==> src/rtl/uart_tx_fifo.sv <==
`default_nettype none
// ============================================================================
// Module   : uart_tx_fifo
// Purpose  : Byte FIFO feeding an 8N1 LSB-first UART transmitter.
// Revision : 1.0 - initial release
// ============================================================================
module uart_tx_fifo #(
    parameter int CLK_DIVIDER = 5208,
    parameter int FIFO_AW     = 4
) (
    input  logic               clk,
    input  logic               reset,
    input  logic [7:0]         write_data,
    input  logic               write_strobe,
    output logic               write_rdy,
    output logic               serial_out,
    output logic               busy,
    output logic [FIFO_AW:0]   fifo_count,
    output logic               overflow
);

    localparam int                 c_DEPTH     = 1 << FIFO_AW;
    localparam int                 c_BCW       = $clog2(CLK_DIVIDER);
    localparam logic [c_BCW-1:0]   c_BAUD_LAST = c_BCW'(CLK_DIVIDER - 1);
    localparam logic [FIFO_AW:0]   c_FULL      = (FIFO_AW + 1)'(c_DEPTH);

    typedef enum logic [1:0] {
        S_IDLE  = 2'd0,
        S_START = 2'd1,
        S_DATA  = 2'd2,
        S_STOP  = 2'd3
    } state_t;

    logic [7:0]         r_mem [c_DEPTH];
    logic [FIFO_AW-1:0] r_wptr;
    logic [FIFO_AW-1:0] r_rptr;
    logic [FIFO_AW:0]   r_count;
    logic [FIFO_AW:0]   w_count_next;
    logic               r_write_rdy;
    logic               r_overflow;
    logic               r_serial;

    state_t             r_state;
    state_t             w_state_next;
    logic [c_BCW-1:0]   r_bcnt;
    logic [c_BCW-1:0]   w_bcnt_next;
    logic [2:0]         r_bidx;
    logic [2:0]         w_bidx_next;
    logic [7:0]         r_shreg;
    logic [7:0]         w_shreg_next;
    logic               w_serial_next;

    logic               w_push;
    logic               w_pop;
    logic               w_bit_end;
    logic               w_fifo_nonempty;

    assign w_push          = write_strobe & r_write_rdy;
    assign w_fifo_nonempty = (r_count != '0);
    assign w_bit_end       = (r_bcnt == c_BAUD_LAST);

    always_comb begin
        w_count_next = r_count;
        if (w_push && !w_pop) begin
            w_count_next = r_count + 1'b1;
        end else if (!w_push && w_pop) begin
            w_count_next = r_count - 1'b1;
        end
    end

    // Storage is left unreset; the pointers alone define what is valid.
    always_ff @(posedge clk) begin
        if (w_push) begin
            r_mem[r_wptr] <= write_data;
        end
    end

    always_ff @(posedge clk) begin
        if (reset) begin
            r_wptr      <= '0;
            r_rptr      <= '0;
            r_count     <= '0;
            r_write_rdy <= 1'b1;
            r_overflow  <= 1'b0;
        end else begin
            if (w_push) begin
                r_wptr <= r_wptr + 1'b1;
            end
            if (w_pop) begin
                r_rptr <= r_rptr + 1'b1;
            end
            r_count     <= w_count_next;
            r_write_rdy <= (w_count_next != c_FULL);
            // A strobe while full is lost even if a pop frees a slot this cycle.
            if (write_strobe && !r_write_rdy) begin
                r_overflow <= 1'b1;
            end
        end
    end

    always_ff @(posedge clk) begin
        if (reset) begin
            r_state  <= S_IDLE;
            r_bcnt   <= '0;
            r_bidx   <= '0;
            r_shreg  <= '0;
            r_serial <= 1'b1;
        end else begin
            r_state  <= w_state_next;
            r_bcnt   <= w_bcnt_next;
            r_bidx   <= w_bidx_next;
            r_shreg  <= w_shreg_next;
            r_serial <= w_serial_next;
        end
    end

    always_comb begin
        w_state_next = r_state;
        w_bcnt_next  = w_bit_end ? '0 : r_bcnt + 1'b1;
        w_bidx_next  = r_bidx;
        w_shreg_next = r_shreg;
        w_pop        = 1'b0;
        case (r_state)
            S_IDLE: begin
                w_bcnt_next = '0;
                if (w_fifo_nonempty) begin
                    w_pop        = 1'b1;
                    w_shreg_next = r_mem[r_rptr];
                    w_state_next = S_START;
                end
            end
            S_START: begin
                if (w_bit_end) begin
                    w_bidx_next  = '0;
                    w_state_next = S_DATA;
                end
            end
            S_DATA: begin
                if (w_bit_end) begin
                    w_shreg_next = {1'b0, r_shreg[7:1]};
                    w_bidx_next  = r_bidx + 1'b1;
                    if (r_bidx == 3'd7) begin
                        w_state_next = S_STOP;
                    end
                end
            end
            S_STOP: begin
                if (w_bit_end) begin
                    if (w_fifo_nonempty) begin
                        w_pop        = 1'b1;
                        w_shreg_next = r_mem[r_rptr];
                        w_state_next = S_START;
                    end else begin
                        w_state_next = S_IDLE;
                    end
                end
            end
        endcase
    end

    // Line level is derived from the next state so the output register tracks the FSM exactly.
    always_comb begin
        w_serial_next = 1'b1;
        if (w_state_next == S_START) begin
            w_serial_next = 1'b0;
        end else if (w_state_next == S_DATA) begin
            w_serial_next = w_shreg_next[0];
        end
    end

    assign write_rdy  = r_write_rdy;
    assign serial_out = r_serial;
    assign busy       = (r_state != S_IDLE) | w_fifo_nonempty;
    assign fifo_count = r_count;
    assign overflow   = r_overflow;

endmodule
`default_nettype wire
==> config.mk <==
export PLATFORM = sky130hd
export DESIGN_NAME = uart_tx_fifo
export DESIGN_NICKNAME = d
export VERILOG_FILES = /design/src/rtl/uart_tx_fifo.sv
export SDC_FILE = /design/constraint.sdc
export NUM_CORES = 1
export LEC_CHECK = 0
export CORE_UTILIZATION = 61
export DETAILED_ROUTE_END_ITERATION = 8
export HOLD_SLACK_MARGIN = 0.06
export PLACE_DENSITY = 0.79
export SETUP_SLACK_MARGIN = 0.3
export SLEW_MARGIN = 20
export SYNTH_ARGS = -nofsm -noshare
export SYNTH_HDL_FRONTEND = slang
export SYNTH_SLANG_ARGS = --single-unit
==> constraint.sdc <==
create_clock -name clk -period 2.9 [get_ports clk]
set_input_delay 0.58 -clock clk [delete_from_list [all_inputs] [get_ports clk]]
set_output_delay 0.58 -clock clk [all_outputs]
set_load 0.05 [all_outputs]
==> results of run 1 <==
-- stage by stage --
step / util / total power [mW] / hold WS [ns] / setup WS, ns / instance area (um^2)
2_1_floorplan: - / 4.58 / 0.430 / 0.467 / 7430
3_3_place_gp: 0.674 / 5.02 / 0.443 / 0.416 / 7860
3_5_place_dp: 0.674 / 5.08 / 0.453 / 0.327 / 7860
4_1_cts: 0.723 / 7.27 / 0.467 / 0.313 / 8430
5_1_grt: 0.723 / 7.55 / 0.501 / 0.309 / 8430
6_report: 0.723 / 7.25 / 0.466 / 0.447 / 8430
-- placed cells by master (no fill, tap or decap), drive strengths merged, types with 3 or more instances in the layout --
| cell | n |
|---|---|
| mux4 | 34 |
| o21ai | 4 |
| nand2 | 34 |
| and3 | 5 |
| edfxtp | 128 |
| clkbuf | 20 |
| ha | 17 |
| xnor2 | 10 |
| nand3 | 19 |
| xor2 | 11 |
| mux2i | 8 |
| nor3 | 10 |
| inv | 12 |
| nor2b | 4 |
| clkinv | 6 |
| dfxtp | 46 |
| nor3b | 5 |
| a211oi | 5 |
| mux2 | 5 |
| nand4 | 7 |
| clkdlybuf4s50 | 18 |
| nor2 | 62 |
| a21o | 3 |
| buf | 26 |
| a21oi | 19 |
| nand2b | 3 |
-- final cells by class --
class,instances,area share
tap,143,0.0212
inverter,9,0.00401
clock buffer,19,0.0514
multi-input combinational,301,0.296
sequential,174,0.566
timing repair buffer,45,0.0451
clock inverter,13,0.0165
-- cell families (layout without fill, tap and decap cells) --
family                   after synthesis  in the layout
AND/OR/NAND/NOR                      161            161
adder cells (fa/ha/maj)               17             17
buffers and inverters                 35             86
multiplexers                          47             47
XOR/XNOR                              21             21
AO/OA/AOI/OAI                         55             55
flip-flops                           174            174
-- what timing repair did --
action                                  4_1_cts  5_1_grt
gates resized for setup                       1        3
endpoints found under the setup margin        1        2
cloned                                        0        0
hold buffers                                  0        0
pin swaps                                     0        0
-- synth_stat cells, types with 3 or more instances --
cell | number | area [um^2]
a21oi_1 | 19 | 95.1
a21o_1 | 3 | 22.5
xnor2_1 | 10 | 87.6
inv_1 | 9 | 33.8
edfxtp_1 | 128 | 3840
and3_1 | 5 | 31.3
clkbuf_1 | 12 | 45.0
ha_1 | 17 | 213
mux2i_1 | 8 | 80.1
buf_2 | 8 | 40.0
dfxtp_1 | 46 | 921
mux4_1 | 6 | 158
nor2b_1 | 4 | 25.0
mux2_2 | 5 | 56.3
nor2_1 | 62 | 233
o21ai_0 | 4 | 20.0
nand4_1 | 7 | 43.8
a211oi_1 | 5 | 37.5
nor3b_1 | 5 | 37.5
nand2b_1 | 3 | 18.8
nand2_1 | 34 | 128
xor2_1 | 11 | 96.3
mux4_2 | 28 | 631
nor3_1 | 9 | 45.0
nand3_1 | 19 | 95.1
-- metal layers --
| metal | wire (um) | part of all wire | vias to the layer above |
|---|---|---|---|
| met5 | 0 | 0 | - |
| met4 | 458 | 0.032 | 0 |
| met3 | 745 | 0.052 | 35 |
| met2 | 7170 | 0.50 | 150 |
| met1 | 6040 | 0.42 | 2193 |
| li1 | - | - | 2025 |
-- worst reg2reg max path: stages (launching register included) --
cell,delay [ns]
dfxtp_1,0.37
ha_1,0.25
and4bb_2,0.29
and3_1,0.41
buf_4,0.23
nor2b_1,0.05
o31a_1,0.23
a311oi_1,0.36
a21oi_1,0.12
-- power by group through the flow --
stage               Combinational (mW)  Clock, mW  Sequential [mW]
floorplan                         1.42          0             3.16
global placement                  1.90          0             3.12
detailed placement                1.95          0             3.14
CTS                               1.96       2.23             3.09
global route                      2.13       2.31             3.12
finish                            1.97       2.19             3.09
-- registers in the layout (all words and copies together) (netlist names), named ones only --
name        flops
fifo_count      5
overflow        1
r_bcnt         13
r_bidx          3
r_mem         128
r_rptr          4
r_shreg         8
r_state         2
r_wptr          4
serial_out      1
write_rdy       1
-- how the worst max path moves through the flow --
stage | from | to | slack (ns)
floorplan | fifo_count[0] | write_rdy | 0.47
detailed placement | write_strobe | write_rdy | 0.33
global route | r_bcnt[0] | serial_out | 0.31
finish | fifo_count[2] | fifo_count[2] | 0.45
global placement | write_strobe | write_rdy | 0.42
CTS | fifo_count[0] | busy | 0.31
==> impl_results.md, run 1 <==
* Distinct cell type count after synthesis at 57
* Die area at 12,600 um^2
* Switching share of power at 0.315
* Leakage power total at 2.86 nW
* Depth of the worst hold-timing path at 1
* TritonCTS clock tree: built
* Number of placed instances with taps included at 672
* Type of element capturing the critical path: output pin
* WP depth at 1
* Area of combinational cells with multiple inputs at 2490 um^2
* Compound-gate portion of the synthesized area at 0.0522
* First-pass GRT wire length at 22,700 um
* Hold worst-path end: r_bcnt[0]
* Pin count of the biggest net entering global routing at 24
* First-pass iteration count of the detailed router at 5
* Count of synthesis-stage warnings from yosys at 0
* CP max-delay cell: clkdlybuf4s50_1
* Crit Reg-Reg Startpoint: r_bcnt[0]
* Max Buffers Root-to-Sink at 2
* Maximum Capacitance Violations at 0
* Post-CTS Setup Inserts at 0
* Multiplexer fraction of the synthesized cell area at 0.124
* Dominant combinational cell family by area after synthesis: multiplexers
* Number of I/O port buffers at 19
* Count of antenna-violating nets left after detailed routing at 0
* Post-layout nets at 576
* Register area at 4770 um^2
* Die boundary width at 112 um
* Final worst-path cycle share at 0.846
* Number of inserted diodes at 0
* Avg Cell Area, Syn at 14.6 um^2
* Primary flip-flop cell chosen by synthesis mapping: edfxtp_1
* Synthesis-stage register bit count at 174
* Count of pins over their slew limit at 0
* Root buffer cell: clkbuf_16
* Unrepaired setup endpoints after global routing: no
* Met1 demand-to-capacity share in global routing at 0.308
* Worst Path Max Fanout at 11
* Count of filler cells inserted in the layout at 729
* Initial core utilization at 0.637
* Final WL at 14,400 um
* Clk_skew at 0.00974 ns
* TritonCTS sink count at 174
* Post-synthesis net count at 538
* Post-synthesis instance total at 510
* Share of the synthesized netlist area taken by xor and xnor gates at 0.0247
* Clock latency on the worst-skew pair at 0.43 ns
* Endpoint of the most critical register-to-register path: serial_out
* # DRC at 0
* Path type of the worst setup path: reg -> out
* Chip height at 112 um
* Number of buffers inserted during clock tree synthesis at 17
* Overall track demand over capacity in global routing at 0.248
* Core footprint at 11,700 um^2
* Vias in the first global route at 4,346
* Internal Power at 4.97 mW
* WL/cell at 20.5 um
* Number of rows created at floorplan at 39
* Detailed Route Iter0 Violations at 470
* Cell-by-cell listing of the critical path: clkdlybuf4s50_1
* Kind of cell adding the most delay to the critical path: buffers and inverters
* Combinational share of power at 0.272
* Final RePlAce weighted congestion at 0.856
* Met2 usage in global routing at 0.408
* Post-synthesis simple-gate area fraction at 0.105
* Final global-route overflow total at 0
* Count of endpoints failing hold in the final timing report at 0
* Register area share after synthesis at 0.641
* Net switching power at 2.28 mW
* Tightest Pin Transition at 0.841 ns
* Worst hold start: r_bcnt[0]
* Depth of the CTS H-tree at 4
* Placed wire-length estimate at 9590 um
* Number of antenna violations at the first check in global routing at 0
* Part of the power in registers at 0.426
* Register-to-register path setup slack at 0.48 ns
* Clock slew at the register clock pins of the worst setup and hold paths at 0.06 ns
* Ys async rst share at 0
* Startpoint class of the critical path: register
* Setup total negative slack at 0 ns
* Top achievable clock speed at 408 MHz
* Run status: complete, no violations
* Area of the mapped netlist at 7430 um^2
* Worst stage delay on the critical path at 0.88 ns
* Critical path arrival at 1.87 ns
* Power density over cell area at 860 nW/um^2
* Worst Path Required at 2.32 ns
* Clk pwr share at 0.303
* Area added between synthesis and finish at 13.4%
* EDFF count, synth at 128
* Depth of the most critical reg-to-reg path at 8
* Number of primary I/O pins at 20
* Worst Path Buf+Inv at 1
* Fin cells at 704
* Met3 demand-to-capacity share in global routing at 0.0605
* Fraction of layout cells with a size suffix above 1 at 0.171
* Post-detailed-route via-to-cell ratio at 6.25
* # setup viols final at 0
* Min-delay worst type: reg -> reg
* Largest vdd supply drop at 0.556 mV
* Busiest metal layer after global routing: met2
* Worst max-slew margin expressed relative to the limit at 0.439
* Post-synthesis adder-cell area fraction at 0.0286
* Final period demand of the worst path at 2.45 ns
* Vias at 4,403
Note: power is estimated with default switching activity, not from simulation.
==> inputs of run 2 (changes only) <==
--- a/config.mk
+++ b/config.mk
@@ -5,10 +5,10 @@
 export SDC_FILE = /design/constraint.sdc
 export NUM_CORES = 1
 export LEC_CHECK = 0
-export CORE_UTILIZATION = 61
+export CORE_UTILIZATION = 55
 export DETAILED_ROUTE_END_ITERATION = 8
 export HOLD_SLACK_MARGIN = 0.06
-export PLACE_DENSITY = 0.79
+export PLACE_DENSITY = 0.75
 export SETUP_SLACK_MARGIN = 0.3
 export SLEW_MARGIN = 20
 export SYNTH_ARGS = -nofsm -noshare
==> constraint.sdc (replaced) <==
create_clock -name clk -period 2.04 [get_ports clk]
set_input_delay 0.408 -clock clk [delete_from_list [all_inputs] [get_ports clk]]
set_output_delay 0.408 -clock clk [all_outputs]
set_load 0.05 [all_outputs]
==> impl_results.md, run 2 (same netlist as run 1, synthesis figures left out) <==
* Part of the power in registers at 0.350
* Die boundary width at 118 um
* Vias in the first global route at 4,773
* Initial core utilization at 0.564
* Count of antenna-violating nets left after detailed routing at 0
* Clk pwr share at 0.280
* Largest register by flop count: r_mem
* Clk_skew at 0.00744 ns
* Type of element capturing the critical path: register
* # setup viols final at 5
* WL/cell at 21.0 um
* Combinational share of power at 0.370
* Post-detailed-route via-to-cell ratio at 5.92
* Area of combinational cells with multiple inputs at 2900 um^2
* Root buffer cell: clkbuf_16
* Number of flip-flops in the largest register at 128
* Registers with the highest flip-flop counts: r_mem: 128 flops, r_bcnt: 13 flops, r_shreg: 8 flops
* Detailed Route Iter0 Violations at 446
* Worst max-slew margin expressed relative to the limit at 0.585
* TritonCTS clock tree: built
* Power density over cell area at 1270 nW/um^2
* Number of rows created at floorplan at 42
* Most frequent cells in the layout: edfxtp_1, buf_4, nor2_1
* Path type of the worst setup path: reg -> reg
* Worst Path Required at 2.35 ns
* Clock latency on the worst-skew pair at 0.42 ns
* Final period demand of the worst path at 2.12 ns
* Run status: finished with violations
* Final RePlAce weighted congestion at 0.872
* Largest vdd supply drop at 0.728 mV
* Final worst-path cycle share at 1.04
* Chip height at 118 um
* Clock slew at the register clock pins of the worst setup and hold paths at 0.07 ns
* Failing checks: setup timing
* Count of filler cells inserted in the layout at 809
* Vias at 4,819
* First-pass iteration count of the detailed router at 5
* Area added between synthesis and finish at 31.5%
* Number of I/O port buffers at 19
* Capturing instance or port of the critical path: r_shreg[1]
* TritonCTS sink count at 174
* Count of endpoints failing hold in the final timing report at 0
* Register-to-register path setup slack at -0.08 ns
* Maximum Capacitance Violations at 0
* Register area at 4800 um^2
* Final global-route overflow total at 0
* Core footprint at 13,200 um^2
* Number of buffers inserted during clock tree synthesis at 17
* Number of inserted diodes at 0
* Max Buffers Root-to-Sink at 2
* Die area at 14,000 um^2
* Crit path setup slack, layout at -0.0830 ns
* Critical path arrival at 2.43 ns
* Min-delay worst type: reg -> reg
* Tightest Pin Transition at 0.620 ns
* Leakage power total at 3.43 nW
* Fraction of layout cells with a size suffix above 1 at 0.404
* Switching share of power at 0.327
* Setup total negative slack at -0.264 ns
* Placed wire-length estimate at 10,000 um
* Internal Power at 8.38 mW
* Depth of the CTS H-tree at 4
* Post-layout nets at 653
* Pin count of the biggest net entering global routing at 24
* Overall track demand over capacity in global routing at 0.242
* Commonest non-fill, non-tap cell in the layout: edfxtp_1
* Unrepaired setup endpoints after global routing: yes
* Depth of the most critical reg-to-reg path at 5
* Worst-case hold slack at 0.466 ns
* Startpoint class of the critical path: register
* First-pass GRT wire length at 25,300 um
* Net switching power at 4.07 mW
* Worst Path Max Fanout at 7
* Top achievable clock speed at 471 MHz
* # DRC at 0
* Final WL at 17,100 um
* Number of primary I/O pins at 20
* Count of pins over their slew limit at 0
* Endpoint of the most critical register-to-register path: r_shreg[1]
* Number of antenna violations at the first check in global routing at 0
run 2: how the worst min path moves through the flow:
stage	from	endpoint	slack [ns]	cells past startpoint
floorplan	r_bcnt[0]	r_bcnt[0]	0.41	1
global placement	r_bidx[1]	r_bidx[1]	0.44	2
detailed placement	overflow	overflow	0.46	2
CTS	overflow	overflow	0.47	2
global route	r_bidx[1]	r_bidx[1]	0.50	2
finish	overflow	overflow	0.47	2
run 2: final cells by class:
| cell class | count | share of cell area |
|---|---|---|
| flip-flops and latches | 174 | 0.491 |
| multi-input cells | 301 | 0.296 |
| repair buffers | 122 | 0.121 |
| clock buffers | 17 | 0.0435 |
| well taps | 176 | 0.0225 |
| clock inverters | 15 | 0.0221 |
| inverters | 9 | 0.00397 |
run 2: per-layer routing:
metal	vias up	wire length, um	GRT usage
met1	2436	7090	0.305
met4	0	391	0.0946
met3	29	788	0.0516
li1	2180	-	-
met5	-	0	0
met2	174	8850	0.410
run 2: timing repair:
action / CTS / global route
endpoints found under the setup margin: 59 / 79
pin swaps: 15 / 33
endpoints found under the hold margin: 0 / 0
gates cloned: 0 / 2
gates resized for setup: 65 / 56
hold buffers: 0 / 0
buffers inserted: 24 / 16
run 2: through the flow:
stage          instance area (um^2)  std cells  total power, mW  worst slack, ns   util
3_3_place_gp                   8350        740             7.64           -0.126  0.633
5_1_grt                        9780        814             12.9           -0.111  0.741
6_report                       9780        814             12.4          -0.0830  0.741
2_1_floorplan                  7580        510             6.70           0.0572      -
4_1_cts                        9360        796             11.9          -0.0749  0.710
3_5_place_dp                   8350        740             7.74           -0.163  0.633
run 2: critical path, stage by stage, from the launching register on:
cell     delay (ns)
dfxtp_4        0.38
buf_12         0.13
mux4_2         0.55
mux4_2         0.50
nor3b_2        0.17
a221o_1        0.27
run 2: power groups by stage:
stage | clock, mW | sequential [mW] | combinational [mW]
3_5_place_dp | 0 | 4.41 | 3.33
2_1_floorplan | 0 | 4.53 | 2.17
4_1_cts | 3.52 | 4.33 | 4.06
6_report | 3.49 | 4.35 | 4.60
5_1_grt | 3.67 | 4.38 | 4.88
3_3_place_gp | 0 | 4.40 | 3.24
